$ cat src/rtl/conv_accumulator_if.sv
// Term/result bundle between the convolution iterator and conv_accumulator.
// The master drives the per-term inputs and observes the requantised output stream.
interface conv_accumulator_if #(
   parameter int ADDR_W = 16
) ();
   logic              en_ctrl;
   logic              mac_en;
   logic              win_last;
   logic signed [7:0] pix;
   logic signed [7:0] wgt;
   logic signed [7:0] bias;
   logic [7:0]        ch;
   logic [7:0]        row;
   logic [7:0]        col;
   logic              out_valid;
   logic signed [7:0] out_data;
   logic [ADDR_W-1:0] out_addr;
   logic              done;

   modport master (
      output en_ctrl, mac_en, win_last, pix, wgt, bias, ch, row, col,
      input  out_valid, out_data, out_addr, done
   );

   modport slave (
      input  en_ctrl, mac_en, win_last, pix, wgt, bias, ch, row, col,
      output out_valid, out_data, out_addr, done
   );
endinterface

$ cat src/rtl/conv_accumulator.sv
// Per-window multiply-accumulate on a bias, requantised to a signed byte with its output address.
// Optional macro CONV_RELU_EN clamps negative results to zero before the byte clamp.
module conv_accumulator #(
   parameter int CONV_DIM_OUT = 32,
   parameter int CONV_OUT_CH  = 32,
   parameter int BIAS_SHIFT   = 0,
   parameter int OUT_SHIFT    = 9,
   parameter int ACC_W        = 32,
   parameter int ADDR_W       = 16
) (
   input logic               clk,
   input logic               reset,
   conv_accumulator_if.slave bus
);
   localparam int DATA_W = 8;
   localparam int COEF_W = 8;
   localparam int PROD_W = DATA_W + COEF_W;
   localparam int TOTAL  = CONV_OUT_CH * CONV_DIM_OUT * CONV_DIM_OUT;
   localparam int CNT_W  = $clog2(TOTAL + 1);

   localparam logic [CNT_W-1:0]         TOTAL_C = CNT_W'(TOTAL);
   localparam logic [ADDR_W-1:0]        DIM_A   = ADDR_W'(CONV_DIM_OUT);
   localparam logic [ADDR_W-1:0]        DIM2_A  = ADDR_W'(CONV_DIM_OUT * CONV_DIM_OUT);
   localparam logic signed [ACC_W-1:0]  R_MAX   = ACC_W'(127);
   localparam logic signed [ACC_W-1:0]  R_MIN   = ACC_W'(-128);
   localparam logic signed [DATA_W-1:0] OUT_MAX = 8'sh7F;
   localparam logic signed [DATA_W-1:0] OUT_MIN = 8'sh80;

   function automatic logic signed [DATA_W-1:0] requant(input logic signed [ACC_W-1:0] s);
      logic signed [ACC_W-1:0] r;
      r = s >>> OUT_SHIFT;
`ifdef CONV_RELU_EN
      if (r[ACC_W-1]) r = '0;
`endif
      if (r > R_MAX)      return OUT_MAX;
      else if (r < R_MIN) return OUT_MIN;
      else                return r[DATA_W-1:0];
   endfunction

   logic signed [PROD_W-1:0] prod_p0;
   logic signed [ACC_W-1:0]  bias_p0;
   logic [7:0]               ch_p0, row_p0, col_p0;
   logic                     vld_p0, last_p0;

   logic signed [ACC_W-1:0]  acc_p1, result_p1;
   logic                     fresh_p1, last_p1;
   logic [7:0]               ch_p1, row_p1, col_p1;

   logic [CNT_W-1:0]         cnt;

   logic signed [ACC_W-1:0]  bias_ext;
   logic signed [ACC_W-1:0]  term, base, sum;
   logic [ADDR_W-1:0]        addr_p1;

   assign bias_ext = ACC_W'(bus.bias);

   // Stage P: product, bias and indices; a stall kills the control flags only
   always_ff @(posedge clk) begin
      if (reset) begin
         vld_p0  <= 1'b0;
         last_p0 <= 1'b0;
      end else if (bus.en_ctrl) begin
         vld_p0  <= bus.mac_en;
         last_p0 <= bus.win_last;
      end else begin
         vld_p0  <= 1'b0;
         last_p0 <= 1'b0;
      end
   end

   always_ff @(posedge clk) begin
      if (bus.en_ctrl) begin
         prod_p0 <= bus.pix * bus.wgt;
         bias_p0 <= bias_ext <<< BIAS_SHIFT;
         ch_p0   <= bus.ch;
         row_p0  <= bus.row;
         col_p0  <= bus.col;
      end
   end

   // Stage A: the first valid term of a window lands on the bias instead of the stale acc
   assign term = vld_p0 ? ACC_W'(prod_p0) : '0;
   assign base = fresh_p1 ? bias_p0 : acc_p1;
   assign sum  = base + term;

   always_ff @(posedge clk) begin
      if (reset) begin
         acc_p1   <= '0;
         fresh_p1 <= 1'b1;
         last_p1  <= 1'b0;
      end else begin
         last_p1 <= last_p0;
         if (last_p0) begin
            fresh_p1 <= 1'b1;
         end else if (vld_p0) begin
            acc_p1   <= sum;
            fresh_p1 <= 1'b0;
         end
      end
   end

   always_ff @(posedge clk) begin
      if (last_p0) begin
         result_p1 <= sum;
         ch_p1     <= ch_p0;
         row_p1    <= row_p0;
         col_p1    <= col_p0;
      end
   end

   // Output stage: requantise, address and completion count
   assign addr_p1 = ADDR_W'(ch_p1) * DIM2_A + ADDR_W'(row_p1) * DIM_A + ADDR_W'(col_p1);

   always_ff @(posedge clk) begin
      if (reset) begin
         bus.out_valid <= 1'b0;
         bus.out_data  <= '0;
         bus.out_addr  <= '0;
         bus.done      <= 1'b0;
         cnt           <= '0;
      end else begin
         bus.out_valid <= last_p1;
         if (last_p1) begin
            bus.out_data <= requant(result_p1);
            bus.out_addr <= addr_p1;
            if (cnt != TOTAL_C) begin
               cnt <= cnt + CNT_W'(1);
               if (cnt == TOTAL_C - CNT_W'(1)) bus.done <= 1'b1;
            end
         end
      end
   end
endmodule

$ cat src/flat_wrapper.sv
// flat-port wrapper written by rule: the top's interface ports become plain ports
module conv_accumulator_flat 
#(
   parameter int CONV_DIM_OUT = 32,
   parameter int CONV_OUT_CH  = 32,
   parameter int BIAS_SHIFT   = 0,
   parameter int OUT_SHIFT    = 9,
   parameter int ACC_W        = 32,
   parameter int ADDR_W       = 16
)
  (clk, reset, bus_en_ctrl, bus_mac_en, bus_win_last, bus_pix, bus_wgt, bus_bias, bus_ch, bus_row, bus_col, bus_out_valid, bus_out_data, bus_out_addr, bus_done);
  conv_accumulator_if #(.ADDR_W(ADDR_W)) bus_i ();
  input logic clk;
  input logic reset;
  input wire logic [$bits(bus_i.en_ctrl)-1:0] bus_en_ctrl;
  input wire logic [$bits(bus_i.mac_en)-1:0] bus_mac_en;
  input wire logic [$bits(bus_i.win_last)-1:0] bus_win_last;
  input wire logic [$bits(bus_i.pix)-1:0] bus_pix;
  input wire logic [$bits(bus_i.wgt)-1:0] bus_wgt;
  input wire logic [$bits(bus_i.bias)-1:0] bus_bias;
  input wire logic [$bits(bus_i.ch)-1:0] bus_ch;
  input wire logic [$bits(bus_i.row)-1:0] bus_row;
  input wire logic [$bits(bus_i.col)-1:0] bus_col;
  output wire logic [$bits(bus_i.out_valid)-1:0] bus_out_valid;
  output wire logic [$bits(bus_i.out_data)-1:0] bus_out_data;
  output wire logic [$bits(bus_i.out_addr)-1:0] bus_out_addr;
  output wire logic [$bits(bus_i.done)-1:0] bus_done;
  assign bus_i.en_ctrl = bus_en_ctrl;
  assign bus_i.mac_en = bus_mac_en;
  assign bus_i.win_last = bus_win_last;
  assign bus_i.pix = bus_pix;
  assign bus_i.wgt = bus_wgt;
  assign bus_i.bias = bus_bias;
  assign bus_i.ch = bus_ch;
  assign bus_i.row = bus_row;
  assign bus_i.col = bus_col;
  assign bus_out_valid = bus_i.out_valid;
  assign bus_out_data = bus_i.out_data;
  assign bus_out_addr = bus_i.out_addr;
  assign bus_done = bus_i.done;
  conv_accumulator #(.CONV_DIM_OUT(CONV_DIM_OUT), .CONV_OUT_CH(CONV_OUT_CH), .BIAS_SHIFT(BIAS_SHIFT), .OUT_SHIFT(OUT_SHIFT), .ACC_W(ACC_W), .ADDR_W(ADDR_W)) u_core (.clk(clk), .reset(reset), .bus(bus_i));
endmodule
$ cat config.mk
export PLATFORM = sky130hd
export DESIGN_NAME = conv_accumulator_flat
export DESIGN_NICKNAME = d
export VERILOG_FILES = /design/src/rtl/conv_accumulator_if.sv /design/src/rtl/conv_accumulator.sv /design/src/flat_wrapper.sv
export SDC_FILE = /design/constraint.sdc
export NUM_CORES = 1
export LEC_CHECK = 0
export ABC_AREA = 1
export CAP_MARGIN = 5
export CORE_UTILIZATION = 65
export CTS_CLUSTER_SIZE = 24
export DETAILED_ROUTE_END_ITERATION = 10
export DONT_BUFFER_PORTS = 1
export PLACE_DENSITY = 0.81
export SYNTH_ARGS = -nofsm -noshare
export SYNTH_HDL_FRONTEND = slang
export SYNTH_SLANG_ARGS = --single-unit
export TNS_END_PERCENT = 10
$ cat constraint.sdc
create_clock -name clk -period 6.48 [get_ports clk]
set_input_delay 1.944 -clock clk [delete_from_list [all_inputs] [get_ports clk]]
set_output_delay 1.944 -clock clk [all_outputs]
set_load 0.005 [all_outputs]
Yosys cells after proc, flatten, opt, wreduce, memory -nomap -nowiden
Index checks and enable logic that the tools add are counted.
{"block": "word_totals", "in_bits": 53, "wordCells": 39, "output_inout_bits": 26, "ff_bits": 178}
{"block": "classes", "n_reduce_logical": 5, "mul": 1, "n_mux": 4, "addsub": 4, "n_bitwise": 2, "n_lt_le_gt_ge": 2, "eq_ne": 2}
{"operator": "two-way mux 32 bit", "count": 2}
{"operator": "adder 32 bit", "count": 1}
{"operator": "> comparator 23 x 8 -> 1 bit (second input constant)", "count": 1}
{"operator": "less-than comparator 23 x 8 -> 1 bit (second input constant)", "count": 1}
{"operator": "adder 16 x 1 -> 16 bit (second input constant)", "count": 1}
{"operator": "adder 16 x 13 -> 16 bit", "count": 1}
{"operator": "adder 16 x 8 -> 16 bit", "count": 1}
{"operator": "== test 16 x 15 -> 1 bit (second input constant)", "count": 1}
{"operator": "multiplier 8 x 8 -> 16 bit", "count": 1}
{"operator": "two-way mux 8 bit", "count": 2}
{"operator": "inequality test 16 bit (second input constant)", "count": 1}
{"operator": "AND reduction 2 bit", "count": 2}
{"operator": "OR reduction 2 bit", "count": 2}
{"operator": "AND reduction 3 bit", "count": 1}
{"operator": "NOT 1 bit", "count": 2}

Longest topological paths before layout
{"block": "depth", "word_depth": 3, "ltp_mapped": 20, "mapped_depth_nobuf": 19}

Least setup slack after synthesis
Ideal clock, no wire load.
{"block": "synth_timing", "kind": "input-to-reg", "from": "in bus_pix[0]", "to": "reg u_core.prod_p0[14] (data pin)", "arrival_ns": 5.690, "setup_time_ns": 0.264, "path_slack_ns": 0.526, "path_stages": 16, "required_ns": 6.216, "n_path_buf": 1, "cell_sequence": "clkbuf_1 or2_2 fa_1 fa_1 inv_1 fa_1 inv_1 fa_1 inv_1 ha_1 nand2_1 o21ai_0 nand2_1 nand2_1 a31oi_1 xor2_1"}
{"block": "synth_via", "elab_chain_len": 1}
{"element": "start, declared", "line_no": "flat_wrapper.sv:18", "text": "input wire logic [$bits(bus_i.pix)-1:0] bus_pix;"}
{"element": "multiplier 8 x 8 -> 16 bit", "line_no": "conv_accumulator.sv:73", "text": "prod_p0 <= bus.pix * bus.wgt;"}
{"element": "end signal, assigned", "line_no": "conv_accumulator.sv:73"}
{"element": "end, declared", "line_no": "conv_accumulator.sv:40", "text": "logic signed [PROD_W-1:0] prod_p0;"}
No other way between the ends.
A chain may end at the register's enable or synchronous reset.

Worst setup path in the final report
{"block": "layout_timing", "from": "in bus_wgt[7]", "to": "reg u_core.prod_p0[14] (data pin)"}
{"block": "layout_via", "elab_chain_len": 1}
{"element": "start, declared", "line_no": "flat_wrapper.sv:19", "text": "input wire logic [$bits(bus_i.wgt)-1:0] bus_wgt;"}
{"element": "multiplier 8 x 8 -> 16 bit", "line_no": "conv_accumulator.sv:73"}
No other way between the ends.

==> impl_metrics.yaml <==
timing:
  finalSetupViolations: 0
  fin_crit_sh_pct: 87.5
  hold_violations: 0
  worstMarginPinSlew_ns: 1.14
  maxSlewHeadroom_pct: 23.7
  fin_skew_ns: 0.0114
  rsz0062_at_grt: "false"
  period_needed_ns: 5.67
  slew_viol_final: 0
  fmax_mhz: 176
  setup_tns_ns: 0
floorplan:
  coreArea_mm2: 0.0180
  io_pins: 79
  start_util_pct: 66.2
  die_y_um: 137
  num_rows: 49
  design.die.area_mm2: 0.0188
  die_x_um: 137
synth:
  async_reset_ff_share_pct: 0
  yosysTopAreaCellShare_pct: 23.0
  syn_avg_cell_area_um2: 7.50
  synth_flop_cell: "edfxtp_1"
  synth_top_cell_by_area: "edfxtp_1"
  synth.distinct_cells: 39
  ys_ff_latch: 169
  syn_nets: 1762
  synth-edff-count: 91
  yosys-top-cells-area: "edfxtp_1 23%, nand2_1 14%, dfxtp_1 13%, inv_1 12%, fa_1 9.6%"
  synth_common_cells: "439 x nand2_1, 375 x inv_1, 94 x nor2_1"
  ys_seq_area_share_pct: 36.1
  post-synth-top-count-cell: "nand2_1"
  netlist_area_mm2: 0.0119
  yosysWarnings: 0
  synthCells: 1584
placement:
  post_dp_cell_area_mm2: 0.0120
  io_buffers: 0
  hpwl_um: 19000
  place.gp.congestion: 0.923
worst_setup_path:
  max_stage_delay_ns: 0.55
  critPathArrivalTime_ns: 5.85
  path_max_fanout: 8
  required_ns: 6.66
  slowest_stage: "fa_1"
  path_cells: "inv_1, or2_2, fa_1, fa_1, inv_1, fa_1, inv_1, fa_1, inv_1, ha_1, nand2_1, o21ai_0, nand2_1, nand2_1, a31oi_1, xor2_1"
  r2r_cells: 10
  path_class: "in2reg"
  start_kind: "input pin"
  worstSetupEndpointType: "flip-flop"
clock_tree:
  cts_tree: "yes"
  cts_max_level: 4
  clk_pin_slew_ns: 0.07
  clk-insertion-delay-late_ns: 0.44
  cts_made_buffers: 17
  cts_hold_buf: 0
  cts.path.max_buffers: 2
  cts_setup_buffers: 0
  clockRootBuffer: "clkbuf_16"
  clock-sinks: 169
  cts-resized-gates: 0
route:
  ant_nets: 0
  vias: 9564
  wl_per_cell_um: 14.1
  drc: 0
  via_per_inst: 5.31
  drt_first_pass_iters: 5
  totalWireLength_um: 25500
  drtIter0Drc: 597
final_layout:
  final_cell_area_mm2: 0.0126
  nets: 1738
  drive_above_1_share_pct: 3.56
  ff_latch_area_mm2: 0.00430
  n_fill_cell: 1462
  syn_to_final_growth_pct: 6.16
  n_antenna_cell: 0
  multiInputGateArea_mm2: 0.00597
global_routing:
  grt_max_degree: 61
  antenna_found_initial: 0
  grt_pass1_wl_um: 42000
  grt_usage_pct: 28.7
  first_global_vias: 9206
  overflow: 0
min_path:
  hold_class: "reg2reg"
  hold_path_depth: 0
job:
  drv_cap: 0
status:
  status: "completed"
pwr:
  pwr_density_cell_mw_per_mm2: 280
  peakVddDrop_mv: 0.201
  p_leak_nw: 6.62
-- layer usage --
layer	vias up	GRT usage (%)	wire, um
li1	4803	-	-
met1	4467	34.8	10900
met2	251	50.7	12700
met3	43	5.15	1280
met4	0	10.8	597
met5	-	0	0
-- cells in the final DEF (no fill, tap or decap), types with 17 or more instances in the layout --
cell type,instances
nand4_1,19
a21oi_1,83
xor2_1,36
dfxtp_1,77
nand3_1,60
inv_1,375
nand2_1,439
o21ai_0,66
ha_1,68
edfxtp_1,91
fa_1,57
clkbuf_16,17
nor2_1,94
-- path summary, 6_finish.rpt --
| path | slack (ns) | start | end |
|---|---|---|---|
| hold reg to reg | 0.42 | u_core.row_p0[1] | u_core.row_p1[1] |
| setup reg to reg | 3.35 | u_core.bias_p0[7] | u_core.acc_p1[12] |
| setup / recovery | 0.81 | bus_wgt[7] | u_core.prod_p0[14] |
| hold / removal | 0.42 | u_core.row_p0[1] | u_core.row_p1[1] |
-- stage by stage --
| stage | cells | utilization [%] | total power, W | setup WS, ns | hold slack [ns] |
|---|---|---|---|---|---|
| after floorplan | 1584 | - | 0.00227 | 0.526 | 0.400 |
| after global placement | 1770 | 66.8 | 0.00243 | 0.405 | 0.401 |
| after detailed placement | 1770 | 66.8 | 0.00248 | 0.377 | 0.405 |
| after CTS | 1802 | 70.2 | 0.00355 | 0.834 | 0.421 |
| after global routing | 1802 | 70.2 | 0.00378 | 0.544 | 0.427 |
| final | 1802 | 70.2 | 0.00353 | 0.808 | 0.420 |
-- state kept, by name (all words and copies together) (netlist names), 6 cells and up --
signal	flops
u_core.cnt	16
u_core.prod_p0	16
u_core.row_p1	8
u_core.col_p0	8
u_core.result_p1	23
u_core.bus.out_data	8
u_core.ch_p1	6
u_core.bus.out_addr	16
u_core.acc_p1	32
u_core.row_p0	8
u_core.col_p1	8
u_core.bias_p0	8
u_core.ch_p0	6
-- cell families (layout without fill, tap and decap cells) --
logic type	Yosys count	count (layout)	share of synthesized area, %
AO/OA/AOI/OAI	169	169	7.45
multiplexers	1	1	0.0947
XOR/XNOR	49	49	3.67
AND/OR/NAND/NOR	647	647	22.3
adder cells (fa/ha/maj)	125	125	16.8
flip-flops	169	169	36.1
buffers and inverters	424	413	13.6
-- layout make-up --
cell class / count / area share [%]
Sequential cell: 169 / 34.0
Clock inverter: 15 / 1.58
Multi-Input combinational cell: 991 / 47.3
Clock buffer: 17 / 3.37
Timing Repair Buffer: 2 / 0.119
Inverter: 379 / 11.3
Tap cell: 229 / 2.27
-- worst max-delay path, delay by kind of cell --
kind	cells	cell delay, ns
fa+ha+maj	5	2.48
simple gates	4	0.61
xor+xnor	1	0.15
compound gates	2	0.43
buf+inv	4	0.23
-- report_power, final --
group	total, W	switching (W)	internal, W
Clock	0.00107	0.000505	0.000561
Sequential	0.00132	0.0000362	0.00128
Combinational	0.00115	0.000705	0.000446
No activity file was read; power rests on OpenSTA's default activity.
